$ cat src/rtl/sa_result_drain.sv
// Collects a spatial-array column's output stream, which cannot be back-pressured, into a FIFO.
// Re-emits it as a valid/ready stream with a frame-last marker and flags any dropped samples.
module sa_result_drain #(
    parameter  int DATA_WIDTH    = 16,
    parameter  int FIFO_DEPTH    = 8,
    parameter  int FRAME_LEN_MAX = 256,
    localparam int LEN_W         = $clog2(FRAME_LEN_MAX) + 1,
    localparam int LVL_W         = $clog2(FIFO_DEPTH) + 1
) (
    input  logic                  clk,
    input  logic                  rst,
    input  logic [DATA_WIDTH-1:0] in_data,
    input  logic                  in_valid,
    input  logic [LEN_W-1:0]      frame_len,
    input  logic                  flush,
    output logic [DATA_WIDTH-1:0] out_data,
    output logic                  out_valid,
    output logic                  out_last,
    input  logic                  out_ready,
    output logic [LVL_W-1:0]      level,
    output logic                  overflow
);

    localparam int PTR_W = $clog2(FIFO_DEPTH);

    logic [DATA_WIDTH:0]  mem_reg [FIFO_DEPTH];
    logic [PTR_W-1:0]     wr_ptr_reg, wr_ptr_next;
    logic [PTR_W-1:0]     rd_ptr_reg, rd_ptr_next;
    logic [LVL_W-1:0]     level_reg, level_next;
    logic [LEN_W-1:0]     count_reg, count_next;
    logic                 overflow_reg, overflow_next;

    logic                 empty, full, pop, accept, drop;
    logic [LEN_W-1:0]     eff_len;
    logic                 in_last;
    logic [DATA_WIDTH:0]  head;

    assign empty = (level_reg == '0);
    assign full  = (level_reg == LVL_W'(FIFO_DEPTH));

    // flush dominates both sides: nothing is popped, stored or counted as dropped
    assign pop    = !empty && out_ready && !flush;
    assign accept = in_valid && (!full || pop) && !flush;
    assign drop   = in_valid && full && !pop && !flush;

    assign eff_len = (frame_len == '0) ? LEN_W'(1) : frame_len;
    assign in_last = (count_reg >= eff_len - LEN_W'(1));

    always_comb begin
        wr_ptr_next   = wr_ptr_reg;
        rd_ptr_next   = rd_ptr_reg;
        level_next    = level_reg;
        count_next    = count_reg;
        overflow_next = overflow_reg | drop;
        if (accept) begin
            wr_ptr_next = wr_ptr_reg + PTR_W'(1);
            count_next  = in_last ? '0 : count_reg + LEN_W'(1);
        end
        if (pop) begin
            rd_ptr_next = rd_ptr_reg + PTR_W'(1);
        end
        case ({accept, pop})
            2'b10:   level_next = level_reg + LVL_W'(1);
            2'b01:   level_next = level_reg - LVL_W'(1);
            default: level_next = level_reg;
        endcase
        if (flush) begin
            wr_ptr_next   = '0;
            rd_ptr_next   = '0;
            level_next    = '0;
            count_next    = '0;
            overflow_next = 1'b0;
        end
    end

    always_ff @(posedge clk) begin
        if (rst) begin
            wr_ptr_reg   <= '0;
            rd_ptr_reg   <= '0;
            level_reg    <= '0;
            count_reg    <= '0;
            overflow_reg <= 1'b0;
        end else begin
            wr_ptr_reg   <= wr_ptr_next;
            rd_ptr_reg   <= rd_ptr_next;
            level_reg    <= level_next;
            count_reg    <= count_next;
            overflow_reg <= overflow_next;
        end
    end

    // Storage needs no reset; occupancy alone decides which entries are meaningful
    always_ff @(posedge clk) begin
        if (accept && !rst) begin
            mem_reg[wr_ptr_reg] <= {in_last, in_data};
        end
    end

    assign head      = mem_reg[rd_ptr_reg];
    assign out_valid = !empty;
    assign out_data  = empty ? '0 : head[DATA_WIDTH-1:0];
    assign out_last  = !empty && head[DATA_WIDTH];
    assign level     = level_reg;
    assign overflow  = overflow_reg;

endmodule

$ cat config.mk
export PLATFORM = sky130hd
export DESIGN_NAME = sa_result_drain
export DESIGN_NICKNAME = d
export VERILOG_FILES = /design/src/rtl/sa_result_drain.sv
export SDC_FILE = /design/constraint.sdc
export NUM_CORES = 1
export LEC_CHECK = 0
export CAP_MARGIN = 20
export CORE_MARGIN = 2
export CORE_UTILIZATION = 58
export DETAILED_ROUTE_END_ITERATION = 16
export PLACE_DENSITY = 0.84
export SLEW_MARGIN = 20
export SYNTH_ARGS = -nofsm -noshare
export SYNTH_HDL_FRONTEND = slang
export SYNTH_SLANG_ARGS = --single-unit
$ cat constraint.sdc
create_clock -name clk -period 5.2 [get_ports clk]
set_input_delay 0.78 -clock clk [delete_from_list [all_inputs] [get_ports clk]]
set_output_delay 0.78 -clock clk [all_outputs]
set_load 0.05 [all_outputs]
# Yosys cells after proc, flatten, opt, wreduce, memory -nomap -nowiden

Memory sizes are Yosys's and may differ from the RTL's. A register that Yosys moved wholly into a read port is not among the register bits.
Cells that the tools add are included.

Equality and inequality tests: 3
$add $sub $neg: 6
Reductions and logical operators: 19
$lt $le $gt $ge: 1
Mux-type cells: 8
Bitwise gates (word level): 1

Operators with widths:

| operator              | number |
|---|---|
| $mux W9               | 2 |
| $mux W16              | 1 |
| $add A9 B1 Y9 const B | 1 |
| $ge A9 B9 Y1          | 1 |
| $logic_and A1 B1 Y1   | 9 |
| $logic_not A9 Y1      | 1 |
| $sub A9 B1 Y9 const B | 1 |
| $pmux W4 S2           | 1 |
| $add A3 B1 Y3 const B | 2 |
| $mux W3               | 2 |
| $logic_not A1 Y1      | 5 |
| $add A4 B1 Y4 const B | 1 |
| $eq A4 B4 Y1 const B  | 1 |
| $logic_not A4 Y1      | 1 |
| $sub A4 B1 Y4 const B | 1 |
| $eq A2 B1 Y1 const B  | 1 |
| $eq A2 B2 Y1 const B  | 1 |
| $mux W1               | 2 |
| $reduce_bool A2 Y1    | 1 |
| $reduce_or A2 Y1      | 1 |
| $logic_or A1 B1 Y1    | 1 |
| $or A1 B1 Y1          | 1 |

Memory bits (writable): 136
Memories: 1
Logic and storage cells: 44
Register bits after elaboration: 20
Input port bits: 30
Output and inout bits: 23

Memories:

| memory  | depth | width | read ports | clocked after memory_dff | write ports | RTL line | text |
|---|---|---|---|---|---|---|---|
| mem_reg | 8     | 17    | 1          | 1                        | 1           | 26       | `logic [DATA_WIDTH:0] mem_reg [FIFO_DEPTH];` |

# Longest topological paths before layout

Depth in word-level cells: 10
Depth in mapped cells: 15
Mapped depth without buffers: 14

# Worst setup path after synthesis

Ideal clock, no wire load.

Path type: input -> register
Start point: input frame_len[2]
End point: memory mem_reg[0][16] (netlist bit), data pin
Library setup time: 285 ps
Arrival time: 3643 ps
Data required time: 4915 ps
Stages: 14
Buffers on the path: 1
Setup slack: 1272 ps
Path through: or4_4 or4_4 nor2_1 nor2_1 ha_1 inv_1 nor2_1 xnor2_1 ha_1 a211oi_1 o21bai_1 a211oi_2 clkbuf_1 inv_1

Longest elaborated chain between the ends: 4

Ends and longest elaborated chain:

| element          | RTL line | text |
|---|---|---|
| start, declared  | 14       | `input logic [LEN_W-1:0] frame_len,` |
| $logic_not A9 Y1 | 46       | `assign eff_len = (frame_len == '0) ? LEN_W'(1) : frame_len;` |
| $mux W9 *        | 46       |  |
| $sub A9 B1 Y9 *  | 47       | `assign in_last = (count_reg >= eff_len - LEN_W'(1));` |
| $ge A9 B9 Y1 *   | 47       |  |
| net in_last      | 35       | `logic in_last;` |
| end, declared    | 26       |  |

Mark *: on every way through the listed nets, which the timed path passes. The rest lies on a longest branch.

# Worst setup path in the final report

Start point: input frame_len[2]
End point: register count_reg[6]

Longest elaborated chain between the ends: 5

Ends and longest elaborated chain:

| element              | RTL line | text |
|---|---|---|
| $logic_not A9 Y1     | 46       |  |
| $mux W9 *            | 46       |  |
| $sub A9 B1 Y9 *      | 47       |  |
| $ge A9 B9 Y1 *       | 47       |  |
| $mux W9 *            | 57       | `count_next = in_last ? '0 : count_reg + LEN_W'(1);` |
| end signal, assigned | 87       | `count_reg <= count_next;` |
| end, declared        | 30       | `logic [LEN_W-1:0] count_reg, count_next;` |

Every way passes the cells marked *; elsewhere a longest branch is shown, timed or not.
A chain may end at the register's enable or synchronous reset.

==> metrics.csv <==
metric,value,unit
status,"complete, no violations",
cts_max_level,4,
wire_per_inst,20.34,um
final_core_util,70.39,%
path_cells,"clkdlybuf4s50_1, or4_4, or4_4, nor2_1, nor2_1, ha_1, inv_1, nor2_1, xnor2_1, ha_1, a211oi_1, o21bai_1, a211oi_2, buf_4, nand3_1, a31oi_1",
port_buffers,52,
finalHoldViolations,0,
p_leak,0.002510,uW
grt_start_max_net_pins,35,
largest_register_ff_count,136,
synth_cell_types,43,
cp-end-kind,register,
cts_hold_buf,0,
cp.depth,16,
synth_top_family_by_area,multiplexers,
drv_cap,0,
rows,39,
ant_nets,0,
cts_root_buffer,clkbuf_16,
synth-seq-cells,159,
synthMuxAreaShare,14.02,%
critPathTopFamily,simple AND/OR/NAND/NOR gates,
grt_pass1_wl,20630,um
grt_pass1_vias,3904,
max_freq,233.6,MHz
firstDrtPassIters,4,
multi_input_area,2043,um^2
fin_skew,0.008498,ns
postSynthAreaPerCell,16.28,um^2
antenna_found_initial,0,
critPathLaunchType,primary input,
first_iter_violations,298,
worst_r2r_endpoint,level[3],
gp_congestion,0.7485,
critPathRequiredTime,5.53,ns
post-route-min-period,4.280,ns
synthToLayoutAreaGrowth,19.36,%
cts_resized,0,
drc,0,
register_area,4547,um^2
synth_top_area_cell,edfxtp_1,
yosys.area_share.simple,7.871,%
worst_path_largest_cell_delay,0.58,ns
cpMaxStageDelayCell,or4_4,
post_cts.repair.setup_buffers,0,
cts.sink_count,159,
critPathLaunch,frame_len[2],
synth_nets,457,
cp_max_fo,8,
grt-ovfl-total,0,
viasPerCell,5.874,
placed_cells,600,
clockBufferDepth,2,
synthXorXnorAreaFrac,1.837,%
grt_usage,22.35,%
async_flop_share,0,%
synth_compound_area_share,3.242,%
die-area,12390,um^2
yosys_warnings,0,
final_max_slew_viol_count,0,
arrival,4.61,ns
power_density,330.4,nW/um^2
worst_pin_slew,0.8961,ns
io_pins,53,
final_nets,524,
nFillCells,739,
crit_path_end,count_reg[6],
post-route-period-util,82.31,%
stdcell_count,633,
setup-violations-final,0,
peakVddDrop,0.2263,mV
die_w,111.3,um
reg2reg_from,level[0],
cts_buffers,17,
initial_core_util,58.97,%
drive_gt1_share,18.78,%
hold_class,reg2reg,
core_area,11320,um^2
reg2reg_depth,10,
rsz0062_at_grt,no,
synth_edf_count,136,
synth_cells,410,
diodes,0,
num_vias,3718,
syn_area,6676,um^2
total_power,2633,uW
finalSetupTns,0,ns
worstHoldPathCells,2,
synth_area_leaders,"edfxtp_1, mux4_2, dfxtp_1",
clock_latency,0.41,ns
wirelength,12880,um
fp.dieH,111.3,um
synth.top_cell.area_share,61.17,%
cts_tree,built,
critPathMostFrequentCell,nor2_1,
synth_ff_type,edfxtp_1,
hpwl,7531,um
relSlewSlack,40.26,%
path_class,in2reg,
critPathBufInv,3,
clkTransAtPathRegs,0.06,ns
synthAdderAreaFrac,3.298,%
r2r_slack,2.47,ns
yosysSeqAreaShare,68.07,%
## through the flow
step | hold WS [ns] | setup slack, ns | instance area, um^2
6_report | 0.5103 | 0.9198 | 7969
5_1_grt | 0.5440 | 0.7032 | 7969
4_1_cts | 0.5113 | 0.9808 | 7954
3_5_place_dp | 0.4932 | 0.5227 | 7413
3_3_place_gp | 0.4651 | 0.6717 | 7413
2_1_floorplan | 0.4626 | 1.272 | 6676
## worst register-to-register path: stages, from the launching register on
cell	delay, ns
dfxtp_1	0.38
or3_4	0.43
o31a_1	0.38
nand2b_1	0.12
ha_1	0.21
ha_1	0.25
a21o_1	0.17
a21oi_1	0.16
xnor2_1	0.10
or3_1	0.32
a21oi_1	0.14
## routing by layer
| metal | global-route usage [%] | share of wire, % | vias up |
|---|---|---|---|
| met1 | 28.48 | 40 | 1870 |
| met3 | 6.069 | 5.1 | 10 |
| met4 | 6.584 | 0.99 | 0 |
| met2 | 38.01 | 54 | 120 |
| li1 | - | - | 1718 |
| met5 | 0 | 0 | - |
## Yosys cell counts, types with 3 or more instances
master / number
a21oi_1: 13
xor2_1: 5
a31oi_1: 4
dfxtp_1: 23
or3_1: 3
nor2_1: 43
o21ai_0: 5
mux2i_1: 17
nor2b_1: 3
xnor2_1: 9
nand3_1: 8
mux4_2: 34
buf_2: 5
nand2b_1: 4
edfxtp_1: 136
nor3_1: 9
nor4_1: 3
inv_1: 9
nand2_1: 24
ha_1: 16
clkbuf_1: 10
## cell usage in the layout (no fill, tap or decap), types with 9 or more instances in the layout
master           synthesis  final
ha_1                    16     16
nand2_1                 24     24
mux4_2                  34     34
xnor2_1                  9      9
dfxtp_1                 23     21
a21oi_1                 13     13
inv_1                    9      9
buf_4                    0     12
nor2_1                  43     43
edfxtp_1               136    136
mux2i_1                 17     17
clkbuf_16                0     17
clkdlybuf4s50_1          0     52
## logic make-up after synthesis
family                   Yosys count
adder cells (fa/ha/maj)           17
flip-flops                       159
XOR/XNOR                          14
AND/OR/NAND/NOR                  110
AO/OA/AOI/OAI                     33
buffers and inverters             26
multiplexers                      51
## worst min-delay path by stage
stage | from | endpoint | slack [ns]
after floorplan | count_reg[8] | count_reg[8] | 0.46
after global placement | overflow | overflow | 0.47
after detailed placement | rd_ptr_reg[1] | register | 0.49
after CTS | rd_ptr_reg[1] | register | 0.51
after global routing | count_reg[8] | count_reg[8] | 0.54
final | overflow | overflow | 0.51
## final cells by class
| class | count | area share [%] |
|---|---|---|
| sequential | 159 | 57.06 |
| timing repair buffer | 65 | 7.851 |
| multi-input combinational | 225 | 25.64 |
| inverter | 9 | 0.4239 |
| clock buffer | 18 | 5.385 |
| tap | 143 | 2.245 |
| clock inverter | 14 | 1.397 |
## power by group
group | internal, uW | total [uW] | switching, uW
clock network | 617 | 1120 | 502
logic | 51.3 | 121 | 70.0
registers | 1390 | 1390 | 5.22
total | 2060 | 2630 | 577
Power figures use the tool's default switching activity.
